==> src/rtl/dtl_gm_slave_if.sv <==
// DTL command/write/read channel bundle between the core's DMEM master and dtl_gm_slave.
interface dtl_gm_slave_if #(
    parameter int INTERFACE_WIDTH       = 32,
    parameter int INTERFACE_ADDR_WIDTH  = 32,
    parameter int INTERFACE_BLOCK_WIDTH = 5
);
    logic                               DTL_CommandValid;
    logic                               DTL_CommandAccept;
    logic                               DTL_CommandReadWrite;
    logic [INTERFACE_ADDR_WIDTH-1:0]    DTL_Address;
    logic [INTERFACE_BLOCK_WIDTH-1:0]   DTL_BlockSize;
    logic                               DTL_WriteValid;
    logic                               DTL_WriteAccept;
    logic [INTERFACE_WIDTH-1:0]         DTL_WriteData;
    logic [INTERFACE_WIDTH/8-1:0]       DTL_WriteEnable;
    logic                               DTL_WriteLast;
    logic                               DTL_ReadValid;
    logic                               DTL_ReadAccept;
    logic [INTERFACE_WIDTH-1:0]         DTL_ReadData;
    logic                               DTL_ReadLast;

    modport master (
        output DTL_CommandValid, DTL_CommandReadWrite, DTL_Address, DTL_BlockSize,
               DTL_WriteValid, DTL_WriteData, DTL_WriteEnable, DTL_WriteLast,
               DTL_ReadAccept,
        input  DTL_CommandAccept, DTL_WriteAccept, DTL_ReadValid, DTL_ReadData, DTL_ReadLast
    );

    modport slave (
        input  DTL_CommandValid, DTL_CommandReadWrite, DTL_Address, DTL_BlockSize,
               DTL_WriteValid, DTL_WriteData, DTL_WriteEnable, DTL_WriteLast,
               DTL_ReadAccept,
        output DTL_CommandAccept, DTL_WriteAccept, DTL_ReadValid, DTL_ReadData, DTL_ReadLast
    );
endinterface

==> src/rtl/dtl_gm_slave.sv <==
// DTL slave terminating the core's global-memory port onto a single-port SRAM, one burst at a time.
// Optional `DTL_GM_LAST_CHECK_EN adds a sticky oError for WriteLast/BlockSize protocol violations.
module dtl_gm_slave #(
    parameter int INTERFACE_WIDTH       = 32,
    parameter int INTERFACE_ADDR_WIDTH  = 32,
    parameter int INTERFACE_BLOCK_WIDTH = 5,
    parameter int MEM_ADDR_WIDTH        = 10
) (
    input  logic                           iClk,
    input  logic                           iReset,
    dtl_gm_slave_if.slave                  dtl,
    output logic [MEM_ADDR_WIDTH-1:0]      oMem_Address,
    output logic [INTERFACE_WIDTH/8-1:0]   oMem_WriteEnable,
    output logic                           oMem_ReadEnable,
    output logic [INTERFACE_WIDTH-1:0]     oMem_WriteData,
    input  logic [INTERFACE_WIDTH-1:0]     iMem_ReadData
`ifdef DTL_GM_LAST_CHECK_EN
    ,
    output logic                           oError
`endif
);

    typedef enum logic [2:0] {
        ST_IDLE,
        ST_WR,
        ST_RD_REQ,
        ST_RD_WAIT,
        ST_RD_RSP
    } state_t;

    state_t                             r_state;
    state_t                             w_next;
    logic [MEM_ADDR_WIDTH-1:0]          r_addr;
    logic [INTERFACE_BLOCK_WIDTH-1:0]   r_count;
    logic [INTERFACE_WIDTH-1:0]         r_rdata;

    logic                               w_last;
    logic                               w_cmd_fire;
    logic                               w_wr_fire;
    logic                               w_rd_fire;
    logic                               w_unused;

    assign w_last       = (r_count == '0);
    assign oMem_Address = r_addr;
    assign dtl.DTL_ReadData = r_rdata;

    // Handshake outputs are gated by iReset so nothing is accepted or strobed while reset is held.
    always_comb begin
        w_next                = r_state;
        w_cmd_fire            = 1'b0;
        w_wr_fire             = 1'b0;
        w_rd_fire             = 1'b0;
        dtl.DTL_CommandAccept = 1'b0;
        dtl.DTL_WriteAccept   = 1'b0;
        dtl.DTL_ReadValid     = 1'b0;
        dtl.DTL_ReadLast      = 1'b0;
        oMem_WriteEnable      = '0;
        oMem_WriteData        = '0;
        oMem_ReadEnable       = 1'b0;
        if (!iReset) begin
            case (r_state)
                ST_IDLE: begin
                    dtl.DTL_CommandAccept = 1'b1;
                    if (dtl.DTL_CommandValid) begin
                        w_cmd_fire = 1'b1;
                        w_next     = dtl.DTL_CommandReadWrite ? ST_WR : ST_RD_REQ;
                    end
                end
                ST_WR: begin
                    dtl.DTL_WriteAccept = 1'b1;
                    if (dtl.DTL_WriteValid) begin
                        w_wr_fire        = 1'b1;
                        oMem_WriteEnable = dtl.DTL_WriteEnable;
                        oMem_WriteData   = dtl.DTL_WriteData;
                        if (w_last) begin
                            w_next = ST_IDLE;
                        end
                    end
                end
                ST_RD_REQ: begin
                    oMem_ReadEnable = 1'b1;
                    w_next          = ST_RD_WAIT;
                end
                ST_RD_WAIT: begin
                    w_next = ST_RD_RSP;
                end
                ST_RD_RSP: begin
                    dtl.DTL_ReadValid = 1'b1;
                    dtl.DTL_ReadLast  = w_last;
                    if (dtl.DTL_ReadAccept) begin
                        w_rd_fire = 1'b1;
                        w_next    = w_last ? ST_IDLE : ST_RD_REQ;
                    end
                end
                default: begin
                    w_next = ST_IDLE;
                end
            endcase
        end
    end

    always_ff @(posedge iClk) begin
        if (iReset) begin
            r_state <= ST_IDLE;
            r_addr  <= '0;
            r_count <= '0;
            r_rdata <= '0;
        end else begin
            r_state <= w_next;
            if (w_cmd_fire) begin
                r_addr  <= dtl.DTL_Address[MEM_ADDR_WIDTH+1:2];
                r_count <= dtl.DTL_BlockSize;
            end else if (w_wr_fire || (w_rd_fire && !w_last)) begin
                r_addr  <= r_addr + 1'b1;
                r_count <= r_count - 1'b1;
            end
            if (r_state == ST_RD_WAIT) begin
                r_rdata <= iMem_ReadData;
            end
        end
    end

`ifdef DTL_GM_LAST_CHECK_EN
    localparam logic [63:0] MAX_BLK = (64'd1 << MEM_ADDR_WIDTH) - 64'd1;

    logic r_error;
    logic w_blk_too_big;

    assign w_blk_too_big = 64'(dtl.DTL_BlockSize) > MAX_BLK;
    assign oError        = r_error;

    always_ff @(posedge iClk) begin
        if (iReset) begin
            r_error <= 1'b0;
        end else if ((w_cmd_fire && w_blk_too_big) ||
                     (w_wr_fire && (dtl.DTL_WriteLast != w_last))) begin
            r_error <= 1'b1;
        end
    end

    assign w_unused = ^dtl.DTL_Address;
`else
    assign w_unused = ^{dtl.DTL_Address, dtl.DTL_WriteLast};
`endif

endmodule
==> src/flat_wrapper.sv <==
// flat-port wrapper written by rule: the top's interface ports become plain ports
module dtl_gm_slave_flat 
#(
    parameter int INTERFACE_WIDTH       = 32,
    parameter int INTERFACE_ADDR_WIDTH  = 32,
    parameter int INTERFACE_BLOCK_WIDTH = 5,
    parameter int MEM_ADDR_WIDTH        = 10
)
  (iClk, iReset, oMem_Address, oMem_WriteEnable, oMem_ReadEnable, oMem_WriteData, iMem_ReadData, dtl_DTL_CommandValid, dtl_DTL_CommandReadWrite, dtl_DTL_Address, dtl_DTL_BlockSize, dtl_DTL_WriteValid, dtl_DTL_WriteData, dtl_DTL_WriteEnable, dtl_DTL_WriteLast, dtl_DTL_ReadAccept, dtl_DTL_CommandAccept, dtl_DTL_WriteAccept, dtl_DTL_ReadValid, dtl_DTL_ReadData, dtl_DTL_ReadLast);
  dtl_gm_slave_if #(.INTERFACE_WIDTH(INTERFACE_WIDTH), .INTERFACE_ADDR_WIDTH(INTERFACE_ADDR_WIDTH), .INTERFACE_BLOCK_WIDTH(INTERFACE_BLOCK_WIDTH)) dtl_i ();
  input  logic iClk;
  input  logic iReset;
  output logic [MEM_ADDR_WIDTH-1:0] oMem_Address;
  output logic [INTERFACE_WIDTH/8-1:0] oMem_WriteEnable;
  output logic oMem_ReadEnable;
  output logic [INTERFACE_WIDTH-1:0] oMem_WriteData;
  input  logic [INTERFACE_WIDTH-1:0] iMem_ReadData;
  input wire logic [$bits(dtl_i.DTL_CommandValid)-1:0] dtl_DTL_CommandValid;
  input wire logic [$bits(dtl_i.DTL_CommandReadWrite)-1:0] dtl_DTL_CommandReadWrite;
  input wire logic [$bits(dtl_i.DTL_Address)-1:0] dtl_DTL_Address;
  input wire logic [$bits(dtl_i.DTL_BlockSize)-1:0] dtl_DTL_BlockSize;
  input wire logic [$bits(dtl_i.DTL_WriteValid)-1:0] dtl_DTL_WriteValid;
  input wire logic [$bits(dtl_i.DTL_WriteData)-1:0] dtl_DTL_WriteData;
  input wire logic [$bits(dtl_i.DTL_WriteEnable)-1:0] dtl_DTL_WriteEnable;
  input wire logic [$bits(dtl_i.DTL_WriteLast)-1:0] dtl_DTL_WriteLast;
  input wire logic [$bits(dtl_i.DTL_ReadAccept)-1:0] dtl_DTL_ReadAccept;
  output wire logic [$bits(dtl_i.DTL_CommandAccept)-1:0] dtl_DTL_CommandAccept;
  output wire logic [$bits(dtl_i.DTL_WriteAccept)-1:0] dtl_DTL_WriteAccept;
  output wire logic [$bits(dtl_i.DTL_ReadValid)-1:0] dtl_DTL_ReadValid;
  output wire logic [$bits(dtl_i.DTL_ReadData)-1:0] dtl_DTL_ReadData;
  output wire logic [$bits(dtl_i.DTL_ReadLast)-1:0] dtl_DTL_ReadLast;
  assign dtl_i.DTL_CommandValid = dtl_DTL_CommandValid;
  assign dtl_i.DTL_CommandReadWrite = dtl_DTL_CommandReadWrite;
  assign dtl_i.DTL_Address = dtl_DTL_Address;
  assign dtl_i.DTL_BlockSize = dtl_DTL_BlockSize;
  assign dtl_i.DTL_WriteValid = dtl_DTL_WriteValid;
  assign dtl_i.DTL_WriteData = dtl_DTL_WriteData;
  assign dtl_i.DTL_WriteEnable = dtl_DTL_WriteEnable;
  assign dtl_i.DTL_WriteLast = dtl_DTL_WriteLast;
  assign dtl_i.DTL_ReadAccept = dtl_DTL_ReadAccept;
  assign dtl_DTL_CommandAccept = dtl_i.DTL_CommandAccept;
  assign dtl_DTL_WriteAccept = dtl_i.DTL_WriteAccept;
  assign dtl_DTL_ReadValid = dtl_i.DTL_ReadValid;
  assign dtl_DTL_ReadData = dtl_i.DTL_ReadData;
  assign dtl_DTL_ReadLast = dtl_i.DTL_ReadLast;
  dtl_gm_slave #(.INTERFACE_WIDTH(INTERFACE_WIDTH), .INTERFACE_ADDR_WIDTH(INTERFACE_ADDR_WIDTH), .INTERFACE_BLOCK_WIDTH(INTERFACE_BLOCK_WIDTH), .MEM_ADDR_WIDTH(MEM_ADDR_WIDTH)) u_core (.iClk(iClk), .iReset(iReset), .dtl(dtl_i), .oMem_Address(oMem_Address), .oMem_WriteEnable(oMem_WriteEnable), .oMem_ReadEnable(oMem_ReadEnable), .oMem_WriteData(oMem_WriteData), .iMem_ReadData(iMem_ReadData));
endmodule
==> config.mk <==
export PLATFORM = sky130hd
export DESIGN_NAME = dtl_gm_slave_flat
export DESIGN_NICKNAME = d
export VERILOG_FILES = /design/src/rtl/dtl_gm_slave_if.sv /design/src/rtl/dtl_gm_slave.sv /design/src/flat_wrapper.sv
export SDC_FILE = /design/constraint.sdc
export NUM_CORES = 1
export LEC_CHECK = 0
export CAP_MARGIN = 10
export CORE_UTILIZATION = 33
export CTS_CLUSTER_SIZE = 24
export DETAILED_ROUTE_END_ITERATION = 10
export HOLD_SLACK_MARGIN = 0.1
export PLACE_DENSITY = 0.79
export SETUP_SLACK_MARGIN = 0.2
export SYNTH_ARGS = -nofsm -noshare
export SYNTH_HDL_FRONTEND = slang
export SYNTH_SLANG_ARGS = --single-unit
export TNS_END_PERCENT = 30
==> constraint.sdc <==
create_clock -name iClk -period 2.8 [get_ports iClk]
set_clock_uncertainty 0.1 [all_clocks]
set_input_delay 0.84 -clock iClk [delete_from_list [all_inputs] [get_ports iClk]]
set_output_delay 0.84 -clock iClk [all_outputs]
set_load 0.03 [all_outputs]
==> results of run 1 <==
## worst reg2reg max path, stage by stage, from the launching register on
cell	delay [ns]
dfxtp_1	0.59
nor4b_4	0.10
buf_4	0.17
buf_4	0.13
buf_4	0.13
a22oi_2	0.24
and2_1	0.48
a211oi_1	0.17
## placed cells by master (no fill, tap or decap), types with 3 or more instances in the layout
master           synthesis  layout
clkdlybuf4s50_1          0     128
nand2_1                 67      67
dfxtp_1                 50      49
a21oi_1                 40      40
buf_6                    6      31
and3_4                   0      27
buf_4                    1      23
inv_1                   14      12
buf_12                   0      11
o32ai_1                 10      10
and3_2                   0       9
nand3_1                  7       7
a211oi_1                 6       6
a22oi_1                  6       6
clkbuf_8                 0       5
a2bb2oi_1                4       4
and3_1                  40       4
a31oi_1                  3       3
a32oi_1                  3       3
o31a_1                   3       3
nor2_1                   3       3
## stage by stage
stage	hold WS, ns	TNS (ns)	setup WS, ns	util (%)	instance area [um2]
after floorplan	0.3582	-0.4719	-0.05376	-	2748
after global placement	0.3412	-0.3981	-0.05990	59.38	4564
after detailed placement	0.3472	-0.6407	-0.06709	59.38	4564
after CTS	0.3608	0	0.03031	62.61	4813
after global routing	0.3678	-0.1686	-0.03312	64.39	4950
final	0.3558	0	0.01272	64.39	4950
## layer usage
metal	global-route usage, %	wire length, um	up-vias
li1	-	-	1490
met1	26.26	3698	1425
met2	38.76	4808	138
met3	3.367	622	17
met4	7.407	172	0
met5	0	0	-
## final timing paths
path | end | cells past startpoint
max reg2reg | u_core.r_count[1] | 7
min reg2reg | u_core.dtl.DTL_ReadData[25] | 2
max | oMem_WriteData[7] | 6
min | u_core.dtl.DTL_ReadData[25] | 2
## state kept, by name, summed over array words and instances, names as in the netlist
name	count
u_core.dtl.DTL_ReadData	32
u_core.r_state	3
u_core.oMem_Address	10
u_core.r_count	5
## cell families after synthesis
| logic type | Yosys count | share of synthesized area [%] |
|---|---|---|
| AOI/OAI and AO/OA | 86 | 22.52 |
| muxes | 1 | 0.3841 |
| adders and majority gates | 2 | 0.9600 |
| buffers and inverters | 46 | 8.737 |
| and+or+nand+nor | 137 | 29.00 |
| DFF | 50 | 38.41 |
## power breakdown
group          switching, mW  internal (mW)  total, mW
clock                  0.256          0.268      0.524
sequential            0.0303          0.747      0.777
combinational          0.282          0.320      0.602
## final cells by class
cell class	instances	area (um2)	share of cell area (%)
multi-input cells	226	1550	31.32
clock buffers	5	68.82	1.390
well taps	102	127.6	2.578
clock inverters	3	43.79	0.8847
flip-flops and latches	50	1002	20.25
repair buffers	197	2105	42.52
inverters	14	52.55	1.062
## timing repair
action | CTS | global route
pin swaps | 1 | 13
gates resized for setup | 15 | 35
gates cloned | 2 | 1
endpoints found under the setup margin | 40 | 40
buffers inserted | 2 | 1
==> results.py, run 1 <==
metrics = {
    "status": {
        "run_status": "completed",
    },
    "power": {
        "power_density_mw_per_mm2": 384.4,
        "leakage_nw": 1.831,
        "vdd_drop_max_uv": 246.5,
        "finalPower_mw": 1.902,
    },
    "synth": {
        "postSynthAreaPerCell_um2": 8.094,
        "ys_seq_elements": 50,
        "seq_area_frac_synth_pct": 38.41,
        "yosys-top-cells-count": "nand2_1 (67), dfxtp_1 (50), a21oi_1 (40), and3_1 (40), clkbuf_1 (20)",
        "yosysMostFrequentCell": "nand2_1",
        "ys_types": 42,
        "yosys_warnings": 0,
        "synth_edf_count": 0,
        "synthTopCellsByArea": "dfxtp_1 (38%), nand2_1 (9.6%), and3_1 (9.6%)",
        "syn-instance-count": 322,
        "yosysTopAreaCell": "dfxtp_1",
        "synth.net_count": 436,
        "yosys_most_used_dff": "dfxtp_1",
        "synth_top_area_share_pct": 38.41,
        "async_flop_share_pct": 0,
        "syn_area_mm2": 0.002606,
    },
    "die": {
        "initial_core_util_pct": 33.90,
        "die_area_mm2": 0.008257,
        "rows": 32,
        "die_width_um": 90.87,
        "io_pins": 195,
        "chipHeight_um": 90.87,
        "coreArea_mm2": 0.007687,
    },
    "final_layout": {
        "drive_above_1_share_pct": 25.66,
        "nets": 608,
        "stdcell_count": 597,
        "syn2layout_area_growth_pct": 89.92,
        "fillers": 645,
        "diodes": 0,
    },
    "cts": {
        "clk_latency_ns": 0.31,
        "postCtsHoldBufs": 0,
        "h-tree-depth": 2,
        "clock-sinks": 50,
        "cts_root_buf": "clkbuf_8",
        "cts_buffers": 5,
        "clk_pin_slew_ns": 0.09,
        "cts_tree": "yes",
        "clockBufferDepth": 2,
    },
    "worst_setup_path": {
        "crit_chain": "buf_8 -> nor4b_4 -> buf_4 -> buf_12 -> and3_2 -> buf_6",
        "start_kind": "primary input",
        "cpMaxStageDelayCell": "nor4b_4",
        "worstSetupPathType": "primary input to primary output",
        "reg2reg_slack_ns": 0.58,
        "r2r-start": "u_core.r_state[2]",
        "crit_family": "buffers and inverters",
        "worstPathRequired_ns": 1.86,
        "worst_setup_path_end_kind": "primary output",
        "cp_max_fo": 17,
        "cpPeakStageDelay_ns": 0.26,
        "arrival_ns": 1.85,
        "critPathBufInv": 4,
        "startpoint": "iReset",
    },
    "detailed_routing": {
        "via_count": 3070,
        "drtAntennaViolNets": 0,
        "drtPass1Iterations": 4,
        "drc": 0,
        "initialDrtViolationCount": 178,
        "drt-wirelength-per-cell_um": 15.58,
        "viasPerCell": 5.142,
        "routed_wl_mm": 9.302,
    },
    "timing": {
        "rsz0062_at_grt": "true",
        "final.period_utilization_pct": 99.55,
        "worst_slew_pin_slew_ns": 0.5353,
        "finalSetupViolations": 0,
        "hold_violations": 0,
        "relSlewSlack_pct": 64.31,
        "max_freq_ghz": 0.3588,
        "post-route-min-period_ns": 2.787,
        "drv_slew": 0,
    },
    "global_routing": {
        "grt_util_all_layers_pct": 21.68,
        "grt_pass1_vias": 2945,
        "antenna_found_initial": 0,
        "grt_pass1_wl_mm": 14.55,
        "grt_max_degree": 33,
        "grt_overflow": 0,
    },
    "place": {
        "dp_hpwl_mm": 6.580,
        "port_buffers": 171,
        "gp_congestion": 0.8680,
        "dp_cells": 583,
    },
    "min_path": {
        "hp-start": "u_core.dtl.DTL_ReadData[25]",
        "holdCritPathClass": "flop to flop",
    },
    "flow_run": {
        "drv_cap": 0,
    },
}
No activity file was read; power rests on OpenSTA's default activity.
==> inputs of run 2 (changes only) <==
CORE_UTILIZATION = 34   (was 33)
CTS_CLUSTER_SIZE = 16   (was 24)
PLACE_DENSITY = 0.81   (was 0.79)
==> run 2 against run 1 <==
Die area shrank 2.9%. Combinational power fell by 2%. First-iteration DRC count up 12%. Clock power is 13% lower. Largest cell class unchanged. Count of clock-buffer cells in the layout is 1 higher. Global-route usage is 0.84 points lower. Non-clock buffer count is 2 lower.
==> results.py, run 2 (synthesized netlist as in run 1, its figures left out) <==
metrics = {
    "worst_setup_path": {
        "reg2reg_slack_ns": 0.85,
        "worstPathRequired_ns": 1.86,
        "worst_setup_path_end_kind": "primary output",
        "worstSetupPathType": "primary input to primary output",
        "cp_max_fo": 18,
        "arrival_ns": 1.81,
        "start_kind": "primary input",
    },
    "final_layout": {
        "final_common_cell": "clkdlybuf4s50_1",
        "stdcell_count": 592,
        "nets": 606,
        "syn2layout_area_growth_pct": 85.41,
        "fillers": 609,
        "diodes": 0,
        "drive_above_1_share_pct": 24.14,
        "largest_register_ffs": 32,
        "final_cell_mix": "clkdlybuf4s50_1 (128), nand2_1 (67), dfxtp_1 (48), a21oi_1 (40), buf_6 (36)",
    },
    "status": {
        "run_status": "completed",
    },
    "detailed_routing": {
        "routed_wl_mm": 8.901,
        "via_count": 3053,
        "drc": 0,
        "drtAntennaViolNets": 0,
        "viasPerCell": 5.157,
        "drt-wirelength-per-cell_um": 15.04,
        "drtPass1Iterations": 4,
        "initialDrtViolationCount": 199,
    },
    "timing": {
        "max_freq_ghz": 0.3638,
        "rsz0062_at_grt": "true",
        "relSlewSlack_pct": 63.41,
        "setup_ws_ns": 0.05109,
        "finalSetupViolations": 0,
        "worst_slew_pin_slew_ns": 0.5471,
        "hold_violations": 0,
        "final.period_utilization_pct": 98.18,
        "post-route-min-period_ns": 2.749,
        "drv_slew": 0,
    },
    "cts": {
        "clockBufferDepth": 2,
        "cts_tree": "yes",
        "clk_pin_slew_ns": 0.09,
        "clock-sinks": 50,
        "clk_latency_ns": 0.30,
        "cts_root_buf": "clkbuf_8",
        "h-tree-depth": 2,
        "postCtsHoldBufs": 0,
        "cts_buffers": 5,
    },
    "die": {
        "die_area_mm2": 0.008019,
        "chipHeight_um": 89.55,
        "initial_core_util_pct": 35.55,
        "die_width_um": 89.55,
        "coreArea_mm2": 0.007331,
        "io_pins": 195,
        "rows": 31,
    },
    "global_routing": {
        "grt_pass1_wl_mm": 13.05,
        "grt_pass1_vias": 2761,
        "antenna_found_initial": 0,
        "grt_max_degree": 39,
        "grt_util_all_layers_pct": 20.84,
        "grt_overflow": 0,
    },
    "power": {
        "p_int_mw": 1.265,
        "leakage_nw": 1.820,
        "vdd_drop_max_uv": 278.9,
        "power.share.combinational_pct": 32.3,
        "power_density_mw_per_mm2": 376.8,
        "clock_power_share_pct": 25.0,
        "power_frac_seq_pct": 42.7,
        "swShare_pct": 30.53,
        "p_sw_mw": 0.5559,
    },
    "place": {
        "dp_cells": 581,
        "dp_slack_ns": -0.02697,
        "dp_hpwl_mm": 6.328,
        "port_buffers": 171,
        "gp_congestion": 0.8263,
    },
    "flow_run": {
        "drv_cap": 0,
    },
    "min_path": {
        "holdCritPathClass": "flop to flop",
    },
}
-- run 2: worst max-delay path, cell delays in order --
cell	delay (ns)
buf_8	0.10
nor4b_4	0.19
buf_4	0.18
clkbuf_16	0.17
and3_2	0.19
buf_6	0.12
-- run 2: per-layer routing --
| layer | GRT usage (%) | routed length, um |
|---|---|---|
| met3 | 6.279 | 946 |
| met1 | 24.27 | 3447 |
| met5 | 0 | 0 |
| met2 | 37.53 | 4430 |
| met4 | 4.473 | 76 |
-- run 2: power groups by stage --
stage               clock network, mW  registers, mW  logic (mW)
CTS                             0.469          0.777       0.581
detailed placement                  0          0.792       0.556
floorplan                           0          0.825       0.271
global placement                    0          0.790       0.546
global route                    0.500          0.783       0.632
finish                          0.454          0.777       0.589
-- run 2: final timing paths --
check / start / to / cells after the start
max: iReset / oMem_WriteData[8] / 6
min: u_core.dtl.DTL_ReadData[6] / u_core.dtl.DTL_ReadData[6] / 2
max reg2reg: u_core.r_state[2] / u_core.oMem_Address[1] / 7
min reg2reg: u_core.dtl.DTL_ReadData[6] / u_core.dtl.DTL_ReadData[6] / 2
-- run 2: area by class of cell --
| type | count | area (um2) | share of cell area [%] |
|---|---|---|---|
| clock buffers | 6 | 82.58 | 1.709 |
| repair buffers | 195 | 2046 | 42.34 |
| well taps | 99 | 123.9 | 2.563 |
| multi-input cells | 226 | 1504 | 31.12 |
| clock inverters | 2 | 17.52 | 0.3625 |
| inverters | 14 | 52.55 | 1.088 |
| flip-flops and latches | 50 | 1006 | 20.82 |
-- run 2: stage by stage --
stage	utilization, %	hold WS, ns	power, mW	instance area (um2)	setup TNS, ns
after floorplan	-	0.3582	1.096	2748	-0.4719
after global placement	61.46	0.3412	1.336	4506	-0.07031
after detailed placement	61.46	0.3459	1.348	4506	-0.3786
after CTS	65.47	0.3598	1.827	4800	0
after global routing	65.92	0.3790	1.915	4832	0
final	65.92	0.3563	1.821	4832	0
-- run 2: what timing repair did --
action / 4_1_cts / 5_1_grt
setup endpoints to repair: 39 / 39
pin swaps: 9 / 0
setup buffers: 0 / 1
cloned: 1 / 1
resized for setup: 47 / 0
